`src/rtl/pool2_seq_ctrl_if.sv`:
```
// rtl/pool2_seq_ctrl_if.sv - Command, source, datapath and destination signals of the 2x2 pool sequencer
interface pool2_seq_ctrl_if #(
   parameter int DW = 96,
   parameter int AW = 10
);
   logic          start;
   logic [7:0]    cfg_rows;
   logic [7:0]    cfg_cols;
   logic [AW-1:0] src_base;
   logic [AW-1:0] dst_base;
   logic          src_stall;
   logic          busy;
   logic          done;
   logic          err_timeout;
   logic          rd_en;
   logic [AW-1:0] rd_addr;
   logic [DW-1:0] rd_data;
   logic          pool_en;
   logic [15:0]   pool_col;
   logic          pool_valid_in;
   logic [DW-1:0] pool_data_in;
   logic          pool_valid_out;
   logic [DW-1:0] pool_data_out;
   logic          pool_end;
   logic          wr_en;
   logic [AW-1:0] wr_addr;
   logic [DW-1:0] wr_data;

   modport master (
      input  start, cfg_rows, cfg_cols, src_base, dst_base, src_stall,
             rd_data, pool_valid_out, pool_data_out, pool_end,
      output busy, done, err_timeout, rd_en, rd_addr, pool_en, pool_col,
             pool_valid_in, pool_data_in, wr_en, wr_addr, wr_data
   );

   modport slave (
      output start, cfg_rows, cfg_cols, src_base, dst_base, src_stall,
             rd_data, pool_valid_out, pool_data_out, pool_end,
      input  busy, done, err_timeout, rd_en, rd_addr, pool_en, pool_col,
             pool_valid_in, pool_data_in, wr_en, wr_addr, wr_data
   );
endinterface

```
`src/rtl/pool2_seq_ctrl.sv`:
```
// rtl/pool2_seq_ctrl.sv - 2x2 pooling stage sequencer: feeds source words, writes results, waits for pool_end
module pool2_seq_ctrl #(
   parameter int DW       = 96,
   parameter int AW       = 10,
   parameter int DRAIN_TO = 64
) (
   input  logic               clk,
   input  logic               rst,
   pool2_seq_ctrl_if.master   bus
);
   localparam int TW = $clog2(DRAIN_TO + 1);

   typedef enum logic [1:0] {IDLE, FEED, DRAIN, DONE} state_t;

   state_t        state;
   logic [7:0]    rows_q;
   logic [7:0]    cols_q;
   logic [AW-1:0] src_q;
   logic [AW-1:0] dst_q;
   logic [15:0]   issued;
   logic [AW-1:0] wcnt;
   logic [TW-1:0] tcnt;
   logic          end_seen;
   logic          busy_q;
   logic          done_q;
   logic          err_q;
   logic          pool_en_q;
   logic          pv_in_q;
   logic          wr_en_q;
   logic [AW-1:0] wr_addr_q;
   logic [DW-1:0] wr_data_q;

   logic [15:0]   total;
   logic [15:0]   n_in;
   logic          rd_go;
   logic          active;

   assign total  = {8'd0, rows_q} * {8'd0, cols_q};
   assign n_in   = {8'd0, bus.cfg_rows} * {8'd0, bus.cfg_cols};
   assign active = (state == FEED) || (state == DRAIN);
   assign rd_go  = (state == FEED) && !bus.src_stall && (issued < total);

   // Read strobe reacts to src_stall in the same cycle, so it stays combinational.
   assign bus.rd_en         = rd_go;
   assign bus.rd_addr       = rd_go ? (src_q + issued[AW-1:0]) : '0;
   assign bus.pool_valid_in = pv_in_q;
   assign bus.pool_data_in  = pv_in_q ? bus.rd_data : '0;
   assign bus.pool_en       = pool_en_q;
   assign bus.pool_col      = {8'd0, cols_q};
   assign bus.busy          = busy_q;
   assign bus.done          = done_q;
   assign bus.err_timeout   = err_q;
   assign bus.wr_en         = wr_en_q;
   assign bus.wr_addr       = wr_addr_q;
   assign bus.wr_data       = wr_data_q;

   always_ff @(posedge clk) begin
      if (rst) begin
         state     <= IDLE;
         rows_q    <= '0;
         cols_q    <= '0;
         src_q     <= '0;
         dst_q     <= '0;
         issued    <= '0;
         wcnt      <= '0;
         tcnt      <= '0;
         end_seen  <= 1'b0;
         busy_q    <= 1'b0;
         done_q    <= 1'b0;
         err_q     <= 1'b0;
         pool_en_q <= 1'b0;
         pv_in_q   <= 1'b0;
         wr_en_q   <= 1'b0;
         wr_addr_q <= '0;
         wr_data_q <= '0;
      end else begin
         pv_in_q <= rd_go;
         wr_en_q <= bus.pool_valid_out && active;
         if (bus.pool_valid_out && active) begin
            wr_addr_q <= dst_q + wcnt;
            wr_data_q <= bus.pool_data_out;
            wcnt      <= wcnt + 1'b1;
         end
         if (bus.pool_end && active)
            end_seen <= 1'b1;

         case (state)
            IDLE: begin
               if (bus.start) begin
                  rows_q   <= bus.cfg_rows;
                  cols_q   <= bus.cfg_cols;
                  src_q    <= bus.src_base;
                  dst_q    <= bus.dst_base;
                  issued   <= '0;
                  wcnt     <= '0;
                  tcnt     <= '0;
                  end_seen <= 1'b0;
                  err_q    <= 1'b0;
                  busy_q   <= 1'b1;
                  if (n_in == 16'd0) begin
                     state  <= DONE;
                     done_q <= 1'b1;
                  end else begin
                     state     <= FEED;
                     pool_en_q <= 1'b1;
                  end
               end
            end
            FEED: begin
               if (rd_go) begin
                  issued <= issued + 16'd1;
                  if (issued == total - 16'd1)
                     state <= DRAIN;
               end
            end
            DRAIN: begin
               // A pool_end arriving on the timeout cycle still counts as a clean finish.
               if (end_seen || bus.pool_end) begin
                  state     <= DONE;
                  done_q    <= 1'b1;
                  pool_en_q <= 1'b0;
               end else if (tcnt == TW'(DRAIN_TO - 1)) begin
                  state     <= DONE;
                  done_q    <= 1'b1;
                  pool_en_q <= 1'b0;
                  err_q     <= 1'b1;
               end else begin
                  tcnt <= tcnt + 1'b1;
               end
            end
            DONE: begin
               state  <= IDLE;
               done_q <= 1'b0;
               busy_q <= 1'b0;
            end
            default: state <= IDLE;
         endcase
      end
   end
endmodule

```
`src/flat_wrapper.sv`:
```
// flat-port wrapper written by rule: the top's interface ports become plain ports
module pool2_seq_ctrl_flat 
#(
   parameter int DW       = 96,
   parameter int AW       = 10,
   parameter int DRAIN_TO = 64
)
  (clk, rst, bus_start, bus_cfg_rows, bus_cfg_cols, bus_src_base, bus_dst_base, bus_src_stall, bus_rd_data, bus_pool_valid_out, bus_pool_data_out, bus_pool_end, bus_busy, bus_done, bus_err_timeout, bus_rd_en, bus_rd_addr, bus_pool_en, bus_pool_col, bus_pool_valid_in, bus_pool_data_in, bus_wr_en, bus_wr_addr, bus_wr_data);
  pool2_seq_ctrl_if #(.DW(DW), .AW(AW)) bus_i ();
  input  logic clk;
  input  logic rst;
  input wire logic [$bits(bus_i.start)-1:0] bus_start;
  input wire logic [$bits(bus_i.cfg_rows)-1:0] bus_cfg_rows;
  input wire logic [$bits(bus_i.cfg_cols)-1:0] bus_cfg_cols;
  input wire logic [$bits(bus_i.src_base)-1:0] bus_src_base;
  input wire logic [$bits(bus_i.dst_base)-1:0] bus_dst_base;
  input wire logic [$bits(bus_i.src_stall)-1:0] bus_src_stall;
  input wire logic [$bits(bus_i.rd_data)-1:0] bus_rd_data;
  input wire logic [$bits(bus_i.pool_valid_out)-1:0] bus_pool_valid_out;
  input wire logic [$bits(bus_i.pool_data_out)-1:0] bus_pool_data_out;
  input wire logic [$bits(bus_i.pool_end)-1:0] bus_pool_end;
  output wire logic [$bits(bus_i.busy)-1:0] bus_busy;
  output wire logic [$bits(bus_i.done)-1:0] bus_done;
  output wire logic [$bits(bus_i.err_timeout)-1:0] bus_err_timeout;
  output wire logic [$bits(bus_i.rd_en)-1:0] bus_rd_en;
  output wire logic [$bits(bus_i.rd_addr)-1:0] bus_rd_addr;
  output wire logic [$bits(bus_i.pool_en)-1:0] bus_pool_en;
  output wire logic [$bits(bus_i.pool_col)-1:0] bus_pool_col;
  output wire logic [$bits(bus_i.pool_valid_in)-1:0] bus_pool_valid_in;
  output wire logic [$bits(bus_i.pool_data_in)-1:0] bus_pool_data_in;
  output wire logic [$bits(bus_i.wr_en)-1:0] bus_wr_en;
  output wire logic [$bits(bus_i.wr_addr)-1:0] bus_wr_addr;
  output wire logic [$bits(bus_i.wr_data)-1:0] bus_wr_data;
  assign bus_i.start = bus_start;
  assign bus_i.cfg_rows = bus_cfg_rows;
  assign bus_i.cfg_cols = bus_cfg_cols;
  assign bus_i.src_base = bus_src_base;
  assign bus_i.dst_base = bus_dst_base;
  assign bus_i.src_stall = bus_src_stall;
  assign bus_i.rd_data = bus_rd_data;
  assign bus_i.pool_valid_out = bus_pool_valid_out;
  assign bus_i.pool_data_out = bus_pool_data_out;
  assign bus_i.pool_end = bus_pool_end;
  assign bus_busy = bus_i.busy;
  assign bus_done = bus_i.done;
  assign bus_err_timeout = bus_i.err_timeout;
  assign bus_rd_en = bus_i.rd_en;
  assign bus_rd_addr = bus_i.rd_addr;
  assign bus_pool_en = bus_i.pool_en;
  assign bus_pool_col = bus_i.pool_col;
  assign bus_pool_valid_in = bus_i.pool_valid_in;
  assign bus_pool_data_in = bus_i.pool_data_in;
  assign bus_wr_en = bus_i.wr_en;
  assign bus_wr_addr = bus_i.wr_addr;
  assign bus_wr_data = bus_i.wr_data;
  pool2_seq_ctrl #(.DW(DW), .AW(AW), .DRAIN_TO(DRAIN_TO)) u_core (.clk(clk), .rst(rst), .bus(bus_i));
endmodule
```
`config.mk`:
```
export PLATFORM = sky130hd
export DESIGN_NAME = pool2_seq_ctrl_flat
export DESIGN_NICKNAME = d
export VERILOG_FILES = /design/src/rtl/pool2_seq_ctrl_if.sv /design/src/rtl/pool2_seq_ctrl.sv /design/src/flat_wrapper.sv
export SDC_FILE = /design/constraint.sdc
export NUM_CORES = 1
export LEC_CHECK = 0
export BUFFER_PORTS_ARGS = -buffer_cell sky130_fd_sc_hd__buf_2
export CAP_MARGIN = 15
export CORE_AREA = 3 3 179 181
export CTS_CLUSTER_DIAMETER = 30
export DETAILED_ROUTE_END_ITERATION = 8
export DIE_AREA = 0 0 182 184
export GPL_ROUTABILITY_DRIVEN = 0
export PLACE_DENSITY = 0.81
export RECOVER_POWER = 100
export SYNTH_ARGS = -nofsm -noshare
export SYNTH_HDL_FRONTEND = slang
export SYNTH_SLANG_ARGS = --single-unit
export TNS_END_PERCENT = 50
```
`constraint.sdc`:
```
create_clock -name clk -period 11.55 [get_ports clk]
set_clock_uncertainty 0.1 [all_clocks]
set_input_delay 2.31 -clock clk [delete_from_list [all_inputs] [get_ports clk]]
set_output_delay 2.31 -clock clk [all_outputs]
set_load 0.02 [all_outputs]
```
-- Yosys cells after proc, flatten, opt, wreduce, memory -nomap -nowiden
Cells that the tools add are included.
- register bits after elaboration: 184
- latch bits: 0
- memory bits (writable): 0
- ROM bits: 0
- input port bits: 234
- output and inout port bits: 235
- logic and storage cells: 98
- memories kept: 0
- $add $sub $neg: 6
- multipliers: 2
- div/mod/pow operators: 0
- order comparisons: 1
- eq/ne operators: 14
- shift operators: 0
- muxes and demuxes: 37
- bitwise gates (word level): 0
- reductions and logical operators: 21
- operators with widths (cell ; number):
    $mux 96 ; 1
    $mux 10 ; 4
    $mul 8x8->16 ; 2
    $mux 16 ; 2
    $pmux 16 s2 ; 1
    $mux 7 ; 3
    $add 10x10->10 ; 2
    $reduce_and 4->1 ; 5
    $add 16x1->16 const B ; 1
    $eq 16x16->1 ; 1
    $logic_not 16->1 ; 1
    $lt 16x16->1 ; 1
    $sub 16x1->16 const B ; 1
    $mux 1 ; 14
    $pmux 7 s2 ; 1
    $mux 2 ; 6
    $ne 2x2->1 const B ; 6
    $add 10x1->10 const B ; 1
    $pmux 2 s4 ; 1
    $add 7x1->7 const B ; 1
    $eq 7x6->1 const B ; 1
    $pmux 1 s2 ; 3
    $reduce_bool 2->1 ; 3
    $eq 2x2->1 const B ; 2
    11 further kinds ; 17

-- Longest topological paths before layout
- depth in word-level cells: 6
- gate-level depth with buffers: 27
- mapped depth without buffers: 26

-- Worst setup path before layout
Ideal clock, no wire load.
- path kind: register to output
- start: register u_core.cols_q[2]
- end: output port bus_rd_addr[2]
- data arrival time: 6.203 ns
- data required time: 9.140 ns
- slack: 2.937 ns
- cell stages (with the launch flop): 25
- path buffers: 2
- path through: dfxtp_1 -> nand2_1 -> fa_1 -> fa_1 -> inv_1 -> fa_1 -> inv_1 -> fa_1 -> inv_1 -> ha_1 -> buf_2 -> nand2_1 -> nor3_2 -> o21ai_0 -> a21oi_1 -> inv_1 -> ha_1 -> a21oi_1 -> nand2_1 -> a211o_1 -> a211o_1 -> maj3_2 -> a31o_2 -> clkbuf_1 -> nor2_1
- longest elaborated chain between the ends: 4
- RTL lines (element ; line ; RTL):
    start: declaration ; pool2_seq_ctrl.sv:17 ; logic [7:0] cols_q;
    start signal: assignment ; pool2_seq_ctrl.sv:91 ; cols_q <= bus.cfg_cols;
    $mul 8x8->16 ; pool2_seq_ctrl.sv:38 ; assign total = {8'd0, rows_q} * {8'd0, cols_q};
    $lt 16x16->1 ; pool2_seq_ctrl.sv:41 ; assign rd_go = (state == FEED) && !bus.src_stall && (issued < total);
    $logic_and 1x1->1 ; pool2_seq_ctrl.sv:41 ;
    $mux 10 ; pool2_seq_ctrl.sv:45 ; assign bus.rd_addr = rd_go ? (src_q + issued[AW-1:0]) : '0;
    end: declaration ; flat_wrapper.sv:26 ; output wire logic [$bits(bus_i.rd_addr)-1:0] bus_rd_addr;
No other way between the ends.

-- Worst setup path after layout
- start: register u_core.cols_q[3]
- end: output port bus_rd_addr[1]
The elaborated chain is that of the path after synthesis.

==> tab_implementation.tex <==
\begin{tabular}{lr}
\hline
Metric & Value \\
\hline
\multicolumn{2}{l}{\textbf{Setup path}} \\
\quad Reg2reg start & u\_core.cols\_q[3] \\
\quad Worst reg2reg endpoint & u\_core.state[1] \\
\quad R2r worst-path depth & 25 \\
\quad Required time of the critical path & 9.14 ns \\
\quad Critical path class & flop to output pin \\
\quad CP top delay family & adder cells \\
\quad Count of buffering cells on the critical path with inverters included & 6 \\
\quad Setup slack of the worst register-to-register path & 3.57 ns \\
\quad Most frequent cell on the critical path & sky130\_fd\_sc\_hd\_\_inv\_1 \\
\quad Endpoint kind of the worst setup timing path & output pin \\
\quad Maximum fanout encountered on the critical timing path & 25 \\
\quad Launching element type of the critical path & flop \\
\quad CP max stage cell & sky130\_fd\_sc\_hd\_\_fa\_1 \\
\quad Critical path's largest stage delay & 0.55 ns \\
\quad Critical path cell sequence & nand2\_1 > fa\_1 > fa\_1 > inv\_1 > fa\_1 > inv\_1 > fa\_1 > inv\_1 > ha\_1 > nand2\_1 > nor3\_1 > o21ai\_0 > a21oi\_1 > inv\_1 > ha\_1 > a21oi\_1 > nand2\_1 > a211o\_1 > a211o\_1 > maj3\_1 > a31o\_1 > inv\_1 > and2\_1 > clkbuf\_1 \\
\quad Data arrival, critical path & 7.75 ns \\
\multicolumn{2}{l}{\textbf{STA}} \\
\quad Worst slew margin & -223\% \\
\quad Maximum frequency from static timing analysis & 0.0985 GHz \\
\quad Clock period minus worst slack & 10.16 ns \\
\quad Worst Tran Pin Value & 4.84 ns \\
\quad Final-report hold violation count & 0 \\
\quad Share of the clock period used by the worst path after layout & 87.9\% \\
\quad Unrepaired setup endpoints after global routing & no \\
\quad Least setup slack across all paths after layout & 1.39 ns \\
\quad Fin Setup TNS & 0 ns \\
\quad Count of final setup violators & 0 \\
\quad Final number of max-transition violations & 365 \\
\multicolumn{2}{l}{\textbf{Cells and area}} \\
\quad Leading cell type in the layout, fill and taps excluded & sky130\_fd\_sc\_hd\_\_nand2\_1 \\
\quad Nets@finish & 2506 \\
\quad FILL cells & 2942 \\
\quad Area growth syn-to-layout & 22.0\% \\
\quad Commonest cells after routing, fill and taps aside & 328 x sky130\_fd\_sc\_hd\_\_nand2\_1, 299 x sky130\_fd\_sc\_hd\_\_buf\_2, 183 x sky130\_fd\_sc\_hd\_\_a21oi\_1, 183 x sky130\_fd\_sc\_hd\_\_dfxtp\_1, 165 x sky130\_fd\_sc\_hd\_\_clkbuf\_1 \\
\quad Final standard cell utilization of the core & 53.6\% \\
\quad Fraction of layout instances using a drive strength above 1 & 17.2\% \\
\quad Final instance area & 16400 sq um \\
\multicolumn{2}{l}{\textbf{GRT}} \\
\quad Number of antenna violations at the first check in global routing & 6 \\
\quad Number of global-route vias before repair & 12600 \\
\quad Layer carrying the most global-route usage & met2 \\
\quad Global routing usage on met3 & 5.44\% \\
\quad Global-route congestion overflow total & 0 \\
\quad Largest net degree at the start of global routing & 109 \\
\quad Global Route met1 Usage & 31.7\% \\
\quad Global-route total usage across every layer & 26.7\% \\
\quad Met2 layer usage reported by global route & 44.3\% \\
\quad Wire length of the first global-routing pass & 70.1 mm \\
\multicolumn{2}{l}{\textbf{Floorplan}} \\
\quad Horiz. Die Dim & 182 um \\
\quad I/O pin count & 469 \\
\quad Total Die Area & 33500 sq um \\
\quad Chip Height & 184 um \\
\quad Core region area & 30600 sq um \\
\quad Initial Utilization & 44.0\% \\
\quad \# rows & 64 \\
\multicolumn{2}{l}{\textbf{Clock network}} \\
\quad Hold Buf Count CTS & 0 \\
\quad Longest Clk Path Bufs & 2 \\
\quad Number of cells upsized or downsized after cts & 0 \\
\quad Setup Fix Bufs, Post-CTS & 0 \\
\quad Total clock sinks & 184 \\
\quad Root Buffer Master & sky130\_fd\_sc\_hd\_\_clkbuf\_16 \\
\quad Number of H-tree levels & 4 \\
\quad Clock transition at the registers of the reported paths & 0.08 ns \\
\quad Number of buffers added by the clock tree synthesis step & 17 \\
\quad CTS tree & yes \\
\quad Clock network latency to the later pin of the worst-skew pair & 0.44 ns \\
\multicolumn{2}{l}{\textbf{Run}} \\
\quad Max Cap Viol & 4 \\
\multicolumn{2}{l}{\textbf{Drt}} \\
\quad Via density & 5.22 \\
\quad Overall routed net length & 46.6 mm \\
\quad Detailed router's first-iteration violation count & 819 \\
\quad Antenna-violating nets left & 0 \\
\quad DRC violations left & 0 \\
\quad Vias after detailed routing & 13000 \\
\quad Count of TritonRoute iterations in the first routing pass & 7 \\
\quad Average wire per standard cell & 18.6 um \\
\multicolumn{2}{l}{\textbf{Synthesis}} \\
\quad Share of flip-flops with an asynchronous set or reset & 0\% \\
\quad Cells after Synth & 1675 \\
\quad Synth Flop Type & sky130\_fd\_sc\_hd\_\_dfxtp\_1 \\
\quad Sequential area share after synthesis & 27.4\% \\
\quad Library cells used by synthesis & 75 \\
\quad Number of flip-flops and latches in the synthesized netlist & 184 \\
\quad Synthesized area & 13400 sq um \\
\quad Count of warnings emitted by yosys & 0 \\
\quad Post-synth EDFFs & 0 \\
\quad Synthesized area divided by synthesized cell count & 8.03 sq um \\
\multicolumn{2}{l}{\textbf{Placement}} \\
\quad Number of input and output port buffers inserted & 460 \\
\quad Post-DP HPWL & 37.4 mm \\
\quad Area after DPL & 16000 sq um \\
\quad Pre-CTS setup slack & 2.41 ns \\
\multicolumn{2}{l}{\textbf{Hold path}} \\
\quad Hold EP & u\_core.bus.wr\_data[66] \\
\quad Worst hold start & u\_core.bus.wr\_data[66] \\
\quad Type of the most critical hold path & flop to flop \\
\quad Worst hold stages & 2 \\
\multicolumn{2}{l}{\textbf{Pwr}} \\
\quad Leakage power figure & 7.48 nW \\
\quad Maximum ir drop on the vdd rail & 0.146 mV \\
\quad Post-layout power & 2.53 mW \\
\quad Power per cell area & 154 nW/um\^{}2 \\
\multicolumn{2}{l}{\textbf{Run status}} \\
\quad Violated checks & max-capacitance violations, max-slew violations \\
\quad Run status & finished, violations left \\
\hline
\end{tabular}
-- synthesized netlist by cell type, drive strengths merged (4+ instances only) --
cell | n | area share [%]
a2111oi | 9 | 0.82
a211o | 4 | 0.26
a211oi | 15 | 0.93
a21o | 9 | 0.50
a21oi | 184 | 6.9
and2 | 216 | 10
and3 | 10 | 0.47
buf | 13 | 0.60
clkbuf | 70 | 2.0
dfxtp | 184 | 27
fa | 74 | 11
ha | 112 | 10
inv | 126 | 3.5
mux2i | 4 | 0.30
nand2 | 329 | 9.2
nand2b | 11 | 0.51
nand3 | 22 | 0.82
nand4 | 8 | 0.42
nor2 | 81 | 2.3
nor2b | 7 | 0.33
nor3 | 12 | 0.48
o2111ai | 4 | 0.26
o211ai | 6 | 0.37
o21a | 4 | 0.22
o21ai | 17 | 0.63
o21bai | 12 | 0.67
o31ai | 4 | 0.26
or2 | 5 | 0.23
or3 | 4 | 0.19
xnor2 | 56 | 3.8
xor2 | 20 | 1.4
-- registers in the layout, indices dropped and copies added (netlist names) --
register,count
u_core.bus.pool_en,1
u_core.bus.err_timeout,1
u_core.bus.wr_en,1
u_core.state,2
u_core.bus.wr_data,96
u_core.bus.wr_addr,10
u_core.end_seen,1
u_core.bus.busy,1
u_core.src_q,10
u_core.cols_q,8
u_core.rows_q,8
u_core.tcnt,7
u_core.dst_q,10
u_core.bus.done,1
u_core.wcnt,10
u_core.bus.pool_valid_in,1
u_core.issued,16
-- layer usage --
| layer | vias up | wire length, um | part of all wire, % |
|---|---|---|---|
| met5 | - | 7 | 0.015 |
| met4 | 2 | 3340 | 7.2 |
| met3 | 95 | 3080 | 6.6 |
| met2 | 524 | 22200 | 48 |
| met1 | 6166 | 17900 | 38 |
| li1 | 6260 | - | - |
-- worst reg2reg max path, cell delays in order (launching register included) --
cell and delay, ns:
sky130_fd_sc_hd__dfxtp_1 0.54, sky130_fd_sc_hd__nand2_1 0.13, sky130_fd_sc_hd__fa_1 0.51, sky130_fd_sc_hd__fa_1 0.55, sky130_fd_sc_hd__inv_1 0.05, sky130_fd_sc_hd__fa_1 0.47, sky130_fd_sc_hd__inv_1 0.05, sky130_fd_sc_hd__fa_1 0.47
sky130_fd_sc_hd__inv_1 0.04, sky130_fd_sc_hd__ha_1 0.43, sky130_fd_sc_hd__nand2_1 0.14, sky130_fd_sc_hd__nor3_1 0.52, sky130_fd_sc_hd__o21ai_0 0.15, sky130_fd_sc_hd__a21oi_1 0.36, sky130_fd_sc_hd__inv_1 0.15, sky130_fd_sc_hd__ha_1 0.36
sky130_fd_sc_hd__a21oi_1 0.16, sky130_fd_sc_hd__nand2_1 0.07, sky130_fd_sc_hd__a211o_1 0.28, sky130_fd_sc_hd__a211o_1 0.30, sky130_fd_sc_hd__maj3_1 0.35, sky130_fd_sc_hd__a31o_1 0.52, sky130_fd_sc_hd__inv_1 0.34, sky130_fd_sc_hd__o2111ai_1 0.20
sky130_fd_sc_hd__o31a_1 0.32, sky130_fd_sc_hd__mux2_1 0.33
-- final cells by class --
cell class	count	area [sq um]	area share (%)
Inverter	126	473	2.88
Timing Repair Buffer	468	2150	13.1
Clock buffer	17	425	2.59
Clock inverter	15	210	1.28
Antenna cell	3	7.51	0.0458
Tap cell	396	495	3.02
Sequential cell	184	3680	22.5
Multi-Input combinational cell	1289	8950	54.6
-- kinds of logic after synthesis --
family          count (synthesis)  share of synthesized area, %
simple gates                  719                          26.0
fa+ha+maj                     187                          21.5
other cells                     1                        0.0279
buf+inv                       209                          6.08
mux                             6                         0.493
xor+xnor                       76                          5.12
compound gates                293                          13.4
flops                         184                          27.4
-- per-stage QoR --
step	std cells	hold WS [ns]
after floorplan	1682	0.340
after global placement	2461	0.339
after detailed placement	2461	0.343
after CTS	2493	0.355
after global routing	2495	0.372
final	2498	0.356
-- power breakdown --
group          total [mW]  internal [mW]  leakage, nW  switching, mW
logic                1.13          0.395         5.68          0.735
clock network       0.621          0.302        0.301          0.319
registers           0.782          0.718         1.50         0.0645
total                2.53           1.41         7.48           1.12
-- how the worst max path moves through the flow --
stage	startpoint	end	slack (ns)	depth (start not counted)
after floorplan	u_core.cols_q[2]	bus_rd_addr[2]	2.94	24
after global placement	u_core.cols_q[2]	bus_rd_addr[0]	2.58	24
after detailed placement	u_core.cols_q[2]	bus_rd_addr[0]	2.41	24
after CTS	u_core.cols_q[2]	bus_rd_addr[0]	1.91	24
after global routing	u_core.cols_q[2]	bus_rd_addr[1]	0.99	24
final	u_core.cols_q[3]	bus_rd_addr[1]	1.39	24
Note: power is estimated with default switching activity, not from simulation.
